<file path="src/rtl/id_decode_queue.sv">
// DEPTH-entry IF->ID instruction queue with full RV32I field decode of the head entry.
// Decode is purely combinational from the head slot; all decode outputs read zero when empty.
module id_decode_queue #(
    parameter int XLEN  = 32,
    parameter int DEPTH = 2
) (
    input  logic                     clk,
    input  logic                     rst_n,
    input  logic                     flush,
    input  logic                     in_valid,
    output logic                     in_ready,
    input  logic [31:0]              in_instr,
    input  logic [XLEN-1:0]          in_pc,
    output logic                     out_valid,
    input  logic                     out_ready,
    output logic [6:0]               op,
    output logic [2:0]               funct3,
    output logic [6:0]               funct7,
    output logic [4:0]               rs1,
    output logic [4:0]               rs2,
    output logic [4:0]               rd,
    output logic [XLEN-1:0]          imm,
    output logic [2:0]               imm_fmt,
    output logic                     illegal,
    output logic [XLEN-1:0]          pc,
    output logic [$clog2(DEPTH):0]   count
);

    localparam int AW = $clog2(DEPTH);
    localparam logic [AW:0]   CNT_ONE  = 1;
    localparam logic [AW:0]   CNT_FULL = DEPTH;
    localparam logic [AW-1:0] PTR_ONE  = 1;

    typedef struct packed {
        logic [31:0]     instr;
        logic [XLEN-1:0] pc;
    } entry_t;

    typedef enum logic [2:0] {
        FMT_R = 3'd0,
        FMT_I = 3'd1,
        FMT_S = 3'd2,
        FMT_B = 3'd3,
        FMT_U = 3'd4,
        FMT_J = 3'd5
    } fmt_e;

    entry_t          mem [DEPTH];
    logic [AW-1:0]   wr_ptr, rd_ptr;
    logic            push, pop;
    entry_t          head;
    logic [31:0]     ins;
    fmt_e            fmt;
    logic signed [31:0] imm32;

    assign in_ready  = (count != CNT_FULL);
    assign out_valid = (count != '0);
    // Flush swallows any handshake that happens in the same cycle.
    assign push = in_valid & in_ready & ~flush;
    assign pop  = out_valid & out_ready & ~flush;

    always_ff @(posedge clk) begin
        if (push) mem[wr_ptr] <= '{instr: in_instr, pc: in_pc};
    end

    always_ff @(posedge clk or negedge rst_n) begin
        if (!rst_n) begin
            wr_ptr <= '0;
            rd_ptr <= '0;
            count  <= '0;
        end else if (flush) begin
            wr_ptr <= '0;
            rd_ptr <= '0;
            count  <= '0;
        end else begin
            if (push) wr_ptr <= wr_ptr + PTR_ONE;
            if (pop)  rd_ptr <= rd_ptr + PTR_ONE;
            case ({push, pop})
                2'b10:   count <= count + CNT_ONE;
                2'b01:   count <= count - CNT_ONE;
                default: count <= count;
            endcase
        end
    end

    assign head = mem[rd_ptr];
    assign ins  = head.instr;

    always_comb begin
        op      = '0;
        funct3  = '0;
        funct7  = '0;
        rs1     = '0;
        rs2     = '0;
        rd      = '0;
        pc      = '0;
        fmt     = FMT_R;
        imm32   = '0;
        illegal = 1'b0;
        if (out_valid) begin
            op     = ins[6:0];
            funct3 = ins[14:12];
            funct7 = ins[31:25];
            rs1    = ins[19:15];
            rs2    = ins[24:20];
            rd     = ins[11:7];
            pc     = head.pc;
            // Any opcode with [1:0] != 2'b11 lands in the default arm.
            case (ins[6:0])
                7'b0110011: fmt = FMT_R;
                7'b0010011, 7'b0000011, 7'b1100111, 7'b1110011, 7'b0001111: begin
                    fmt   = FMT_I;
                    rs2   = '0;
                    imm32 = {{20{ins[31]}}, ins[31:20]};
                end
                7'b0100011: begin
                    fmt   = FMT_S;
                    rd    = '0;
                    imm32 = {{20{ins[31]}}, ins[31:25], ins[11:7]};
                end
                7'b1100011: begin
                    fmt   = FMT_B;
                    rd    = '0;
                    imm32 = {{20{ins[31]}}, ins[7], ins[30:25], ins[11:8], 1'b0};
                end
                7'b0110111, 7'b0010111: begin
                    fmt   = FMT_U;
                    rs1   = '0;
                    rs2   = '0;
                    imm32 = {ins[31:12], 12'b0};
                end
                7'b1101111: begin
                    fmt   = FMT_J;
                    rs1   = '0;
                    rs2   = '0;
                    imm32 = {{12{ins[31]}}, ins[19:12], ins[20], ins[30:21], 1'b0};
                end
                default: illegal = 1'b1;
            endcase
        end
    end

    // Signed cast sign-extends the 32-bit immediate when XLEN is 64.
    assign imm     = XLEN'(imm32);
    assign imm_fmt = fmt;

endmodule
</file>
<file path="config.mk">
export PLATFORM = sky130hd
export DESIGN_NAME = id_decode_queue
export DESIGN_NICKNAME = d
export VERILOG_FILES = /design/src/rtl/id_decode_queue.sv
export SDC_FILE = /design/constraint.sdc
export NUM_CORES = 1
export LEC_CHECK = 0
export CORE_UTILIZATION = 48
export CTS_CLUSTER_DIAMETER = 150
export DETAILED_ROUTE_END_ITERATION = 10
export GPL_TIMING_DRIVEN = 0
export PLACE_DENSITY_LB_ADDON = 0.3
export SLEW_MARGIN = 20
export SYNTH_ARGS = -nofsm -noshare
export SYNTH_HDL_FRONTEND = slang
export SYNTH_SLANG_ARGS = --single-unit
</file>
<file path="constraint.sdc">
create_clock -name clk -period 7.1 [get_ports clk]
set_clock_uncertainty 0.05 [all_clocks]
set_input_delay 1.42 -clock clk [delete_from_list [all_inputs] [get_ports clk]]
set_output_delay 1.42 -clock clk [all_outputs]
set_load 0.005 [all_outputs]
</file>
After elaboration in Yosys (flattened, before gate mapping)

Memory sizes are Yosys's and may differ from the RTL's.
Cells that the tools add are included.
W data, S select, Z words.

Memories: 1
Bits in writable memories: 128
Output and inout bits: 104
Input port bits: 69
Bits in registers: 4
Logic and storage cells: 61

Equal/unequal tests: 14
Multiplexer cells: 24
Reduce and logical (&&, ||, !) cells: 10
Bitwise logic cells: 5
$add $sub $neg: 4

Memories:

| name | depth | bits a word | rd ports | clocked after Yosys merged registers in | write ports | RTL line | RTL |
|---|---|---|---|---|---|---|---|
| mem  | 2     | 64          | 1        | 0                                       | 1           | 48       | `entry_t mem [DEPTH];` |

Operators with widths:

| cell                  | number |
|---|---|
| $pmux W32 S5          | 1 |
| $mux W32              | 2 |
| $mux W5               | 6 |
| $eq A7 B7 Y1 const B  | 4 |
| $eq A7 B6 Y1 const B  | 3 |
| $pmux W3 S5           | 1 |
| $eq A7 B5 Y1 const B  | 2 |
| $mux W7               | 2 |
| $reduce_or A11 Y1     | 1 |
| $mux W1               | 8 |
| $reduce_or A8 Y1      | 1 |
| $eq A7 B2 Y1 const B  | 1 |
| $eq A7 B4 Y1 const B  | 1 |
| $mux W3               | 2 |
| $reduce_bool A2 Y1    | 3 |
| $reduce_or A5 Y1      | 1 |
| $and A1 B1 Y1         | 4 |
| $pmux W2 S2           | 1 |
| $reduce_or A2 Y1      | 2 |
| $reduce_bool A3 Y1    | 1 |
| $reduce_or A3 Y1      | 1 |
| $add A1 B1 Y1 const B | 2 |
| $add A2 B1 Y2 const B | 1 |
| $eq A2 B1 Y1 const B  | 1 |
| other kinds (5)       | 5 |

Depth between registers and ports, before layout

Depth in word-level cells: 6
Depth in mapped cells: 8
Mapped depth without buffers: 5

Worst setup path after synthesis

Ideal clock, no wire load.

Path kind: in2reg
Start: input in_valid
End: memory mem[1][0] (netlist name), enable pin
Buffers on the path: 0
Required time: 6.472 ns
Library setup time: 0.578 ns
Stages on the path: 2
Arrival: 6.203 ns
Slack: 0.269 ns
Cells stage by stage: nand2_1 nor3b_1

Longest elaborated chain between the ends: 4

RTL lines:

| item                          | RTL line | RTL |
|---|---|---|
| from (decl)                   | 10       | `input logic in_valid,` |
| $and A1 B1 Y1 (2 in series)   | 59       | `assign push = in_valid & in_ready & ~flush;` |
| $mux W1                       | 63       | `if (push) mem[wr_ptr] <= '{instr: in_instr, pc: in_pc};` |
| $mux W1 (not written as such) | 63       |  |
| to (decl)                     | 48       |  |

Every way passes these cells.

Worst setup path in the final report

Start: register rd_ptr
End: output imm[10]

Longest elaborated chain between the ends: 5
Elaborated cells on any way between the ends: 15
Those cells by class: eq/ne (10); mux (2); reduce/logical (2); memory (1)

RTL lines:

| item                                                 | RTL line | RTL |
|---|---|---|
| from (decl)                                          | 49       | `logic [AW-1:0] wr_ptr, rd_ptr;` |
| from (signal assigned)                               | 77       | `if (pop) rd_ptr <= rd_ptr + PTR_ONE;` |
| $mem_v2 Z2 W64 *                                     | n/a      |  |
| $eq A7 B5 Y1 (tied with other cells)                 | 109      | `case (ins[6:0])` |
| $reduce_or A5 Y1 or $reduce_or A2 Y1 (tied branches) | n/a      |  |
| $pmux W32 S5 *                                       | 109      |  |
| $mux W32 *                                           | 100      | `if (out_valid) begin` |
| to (decl)                                            | 22       | `output logic [XLEN-1:0] imm,` |

Mark *: on every way between the ends. The rest lies on a longest branch, timed or not.

==> run summary <==
• vias after detailed routing: 4,347
• cell chain of the critical path: buf_4, mux2i_1, nand2_1, a2111oi_4, nor3_2, a21boi_0, clkdlybuf4s50_1
• worst relative slew slack: 0.387
• Synth Cell Area: 0.00587 sq mm
• number of enable-type register cells in the synthesized netlist: 128
• slowest cell delay on critical path: 0.71 ns
• num ports: 173
• ranking of synthesized cells by area: sky130_fd_sc_hd__edfxtp_1, sky130_fd_sc_hd__mux2i_1, sky130_fd_sc_hd__nor2_1
• Initial Util: 0.490
• Max H-tree Level: 4
• final-report max-slew violation count: 0
• grt total ovfl: 0
• number of buffers between clock root and the deepest sink: 2
• biggest area consumer among synthesized cells: sky130_fd_sc_hd__edfxtp_1
• Fmax: 188 MHz
• Synth-to-Final Area Change: 45.4%
• met3 Track Usage GR: 0.0886
• total buffers and inverters traversed by the critical path: 2
• count of endpoints failing hold in the final timing report: 0
• count of hold-fix buffers inserted at cts: 0
• number of antenna violations at the first check in global routing: 0
• vias per inst: 5.54
• fraction of synthesized cell area in xor and xnor cells: 0.00448
• slew at the pin closest to its max-slew limit: 0.911 ns
• adder-cell share of the synthesized area: 0
• largest family of logic cells by synthesized area: multiplexers
• Final WS setup: 1.77 ns
• met2 demand-to-capacity share in global routing: 0.409
• Critical Path Start Type: flop
• vertical extent of the die: 113 microns
• Die Width: 113 microns
• CTS tree: done
• share of layout cells above drive strength 1: 0.149
• commonest cells after routing, fill and taps aside: sky130_fd_sc_hd__clkdlybuf4s50_1, sky130_fd_sc_hd__edfxtp_1, sky130_fd_sc_hd__nor2_1
• area share of the largest cell type after synthesis: 0.655
• Clk pin slew, worst setup/hold paths: 0.06 ns
• Worst VDD drop: 0.166 mV
• detailed router's first-iteration violation count: 265
• area of the die: 0.0127 sq mm
• count of unique library cells instantiated by Yosys: 49
• number of gates resized after cts: 0
• class of the most critical hold timing path: reg -> reg
• minimum setup slack after placement: 2.26 ns
• Fin Setup TNS: 0 ns
• core region area: 0.0120 sq mm
• post-synthesis async set-or-reset flop share: 0.0303
• routed wire length per instance: 19.6 microns
• area fraction in compound gates after synthesis: 0.0704
• critical path capture point type: output pin
• met1 Use GR: 0.311
• RePlAce Congestion: 0.857
• syn_nets: 488
• Root Buffer Master: sky130_fd_sc_hd__clkbuf_16
• CP Data Required Time: 5.63 ns
• post-detail-place hpwl: 10,600 microns
• # placed instances: 752
• # port buffers: 172
• via count of the first global-routing pass: 4,368
• worst skew pair latency: 0.42 ns
• cell type group with the largest total delay on the critical path: compound AO/OA/AOI/OAI gates
• global routing's busiest layer: met2
• Pwr Total: 2.12 mW
• worst setup path class: reg -> out
• Detail Route Antenna Nets: 0
• Power Density: 248 mW/mm^2
• minimum period implied by the final worst setup slack: 5.33 ns
• synthesized instance count: 419
• Worst Path Max Fanout: 9
• number of clock sinks: 132
• Remaining DRCs: 0
• global-route wire length before repair: 23,500 microns
• post-CTS setup buffer count: 0
• Top FF cell, synth: sky130_fd_sc_hd__edfxtp_1
• number of storage elements in the synthesis netlist: 132
• most common library cell in the layout ignoring fill and taps: sky130_fd_sc_hd__clkdlybuf4s50_1
• number of max-cap violations: 0
• antenna cells: 0
• synthesized area per cell: 14.0 sq um
• final wirelength: 15,400 microns
• num rows: 40
• count of final setup violators: 0
• period utilisation layout: 0.751
• multiplexer area fraction after synthesis: 0.124
• Design Area, Final: 0.00853 sq mm
• worst endpoint data arrival time: 3.86 ns
• master of the slowest instance on the critical path: sky130_fd_sc_hd__a2111oi_4
• sequential share of the synthesized area: 0.672
• largest net degree at the start of global routing: 17
• number of warnings issued by yosys: 0
• Net count, final: 693
• area share of and/or/nand/nor cells after synthesis: 0.109
• Leak Pwr: 2.82 nW
• number of clock buffers inserted by TritonCTS: 17
• fin cells: 784
• setup repair after global routing missed its margin: no
• total cell area at the placement stage: 0.00790 sq mm
• run status: finished clean
• number of detailed-route iterations in the first pass: 5
• GRT Util Overall: 0.252
power breakdown:
part,switching (mW),total [mW],leakage [nW],internal [mW]
sequential,0.0104,0.902,1.23,0.892
combinational,0.136,0.285,1.30,0.149
clock,0.340,0.929,0.294,0.590
worst paths after layout:
path | startpoint | end | slack, ns | depth (start not counted)
max | rd_ptr$_DFFE_PN0P_ | imm[10] | 1.77 | 7
min | wr_ptr$_DFFE_PN0P_ | wr_ptr$_DFFE_PN0P_ | 0.53 | 2
max reg2reg | count[0]$_DFFE_PN0P_ | mem[0][1]$_DFFE_PP_ | 4.57 | 7
min reg2reg | wr_ptr$_DFFE_PN0P_ | wr_ptr$_DFFE_PN0P_ | 0.53 | 2
max in group asynchronous | rst_n | rd_ptr$_DFFE_PN0P_ | 5.65 | 1
min in group asynchronous | rst_n | wr_ptr$_DFFE_PN0P_ | 1.16 | 1
synthesized netlist by cell type, drive strengths merged (2+ instances only):
cell,instances
a211oi,3
a21boi,6
a21oi,27
a31oi,2
and2,8
and3,2
buf,14
clkbuf,8
dfrtp,4
edfxtp,128
inv,2
mux2,19
mux2i,51
nand2,21
nand2b,8
nand3,2
nor2,64
nor2b,2
nor3,6
nor3b,8
nor4,2
o21ba,3
o31a,3
o31ai,4
or2,2
or3,2
xor2,2
layout make-up:
cell class / count / area (sq um)
flip-flops and latches: 132 / 3940
fillers: 779 / 3430
repair buffers: 186 / 1830
multi-input cells: 263 / 1830
clock buffers: 17 / 425
clock inverters: 15 / 203
well taps: 147 / 184
plain buffers: 22 / 108
inverters: 2 / 7.51
through the flow:
stage               hold slack [ns]  utilization
detailed placement            0.526        0.660
global route                  0.597        0.713
global placement              0.486        0.650
finish                        0.530        0.713
CTS                           0.542        0.713
floorplan                     0.469            -
worst min-delay path, stage by stage, from the launching register on:
cell and delay, ns:
sky130_fd_sc_hd__dfrtp_1 0.38, sky130_fd_sc_hd__xor2_1 0.08, sky130_fd_sc_hd__nor2_1 0.08
routing by layer:
metal,wire length (microns),part of all wire
met5,0,0
met4,274,0.018
met3,1300,0.085
met2,7520,0.49
met1,6290,0.41
state kept, by name, indices dropped and copies added, names as in the netlist:
register and count:
mem 128, count 2, rd_ptr 1, wr_ptr 1
cells by family after synthesis:
group                  after synthesis
AO/OA/AOI/OAI                       57
XOR/XNOR                             3
buffers and inverters               24
flip-flops                         132
multiplexers                        70
AND/OR/NAND/NOR                    133
Power figures use the tool's default switching activity.
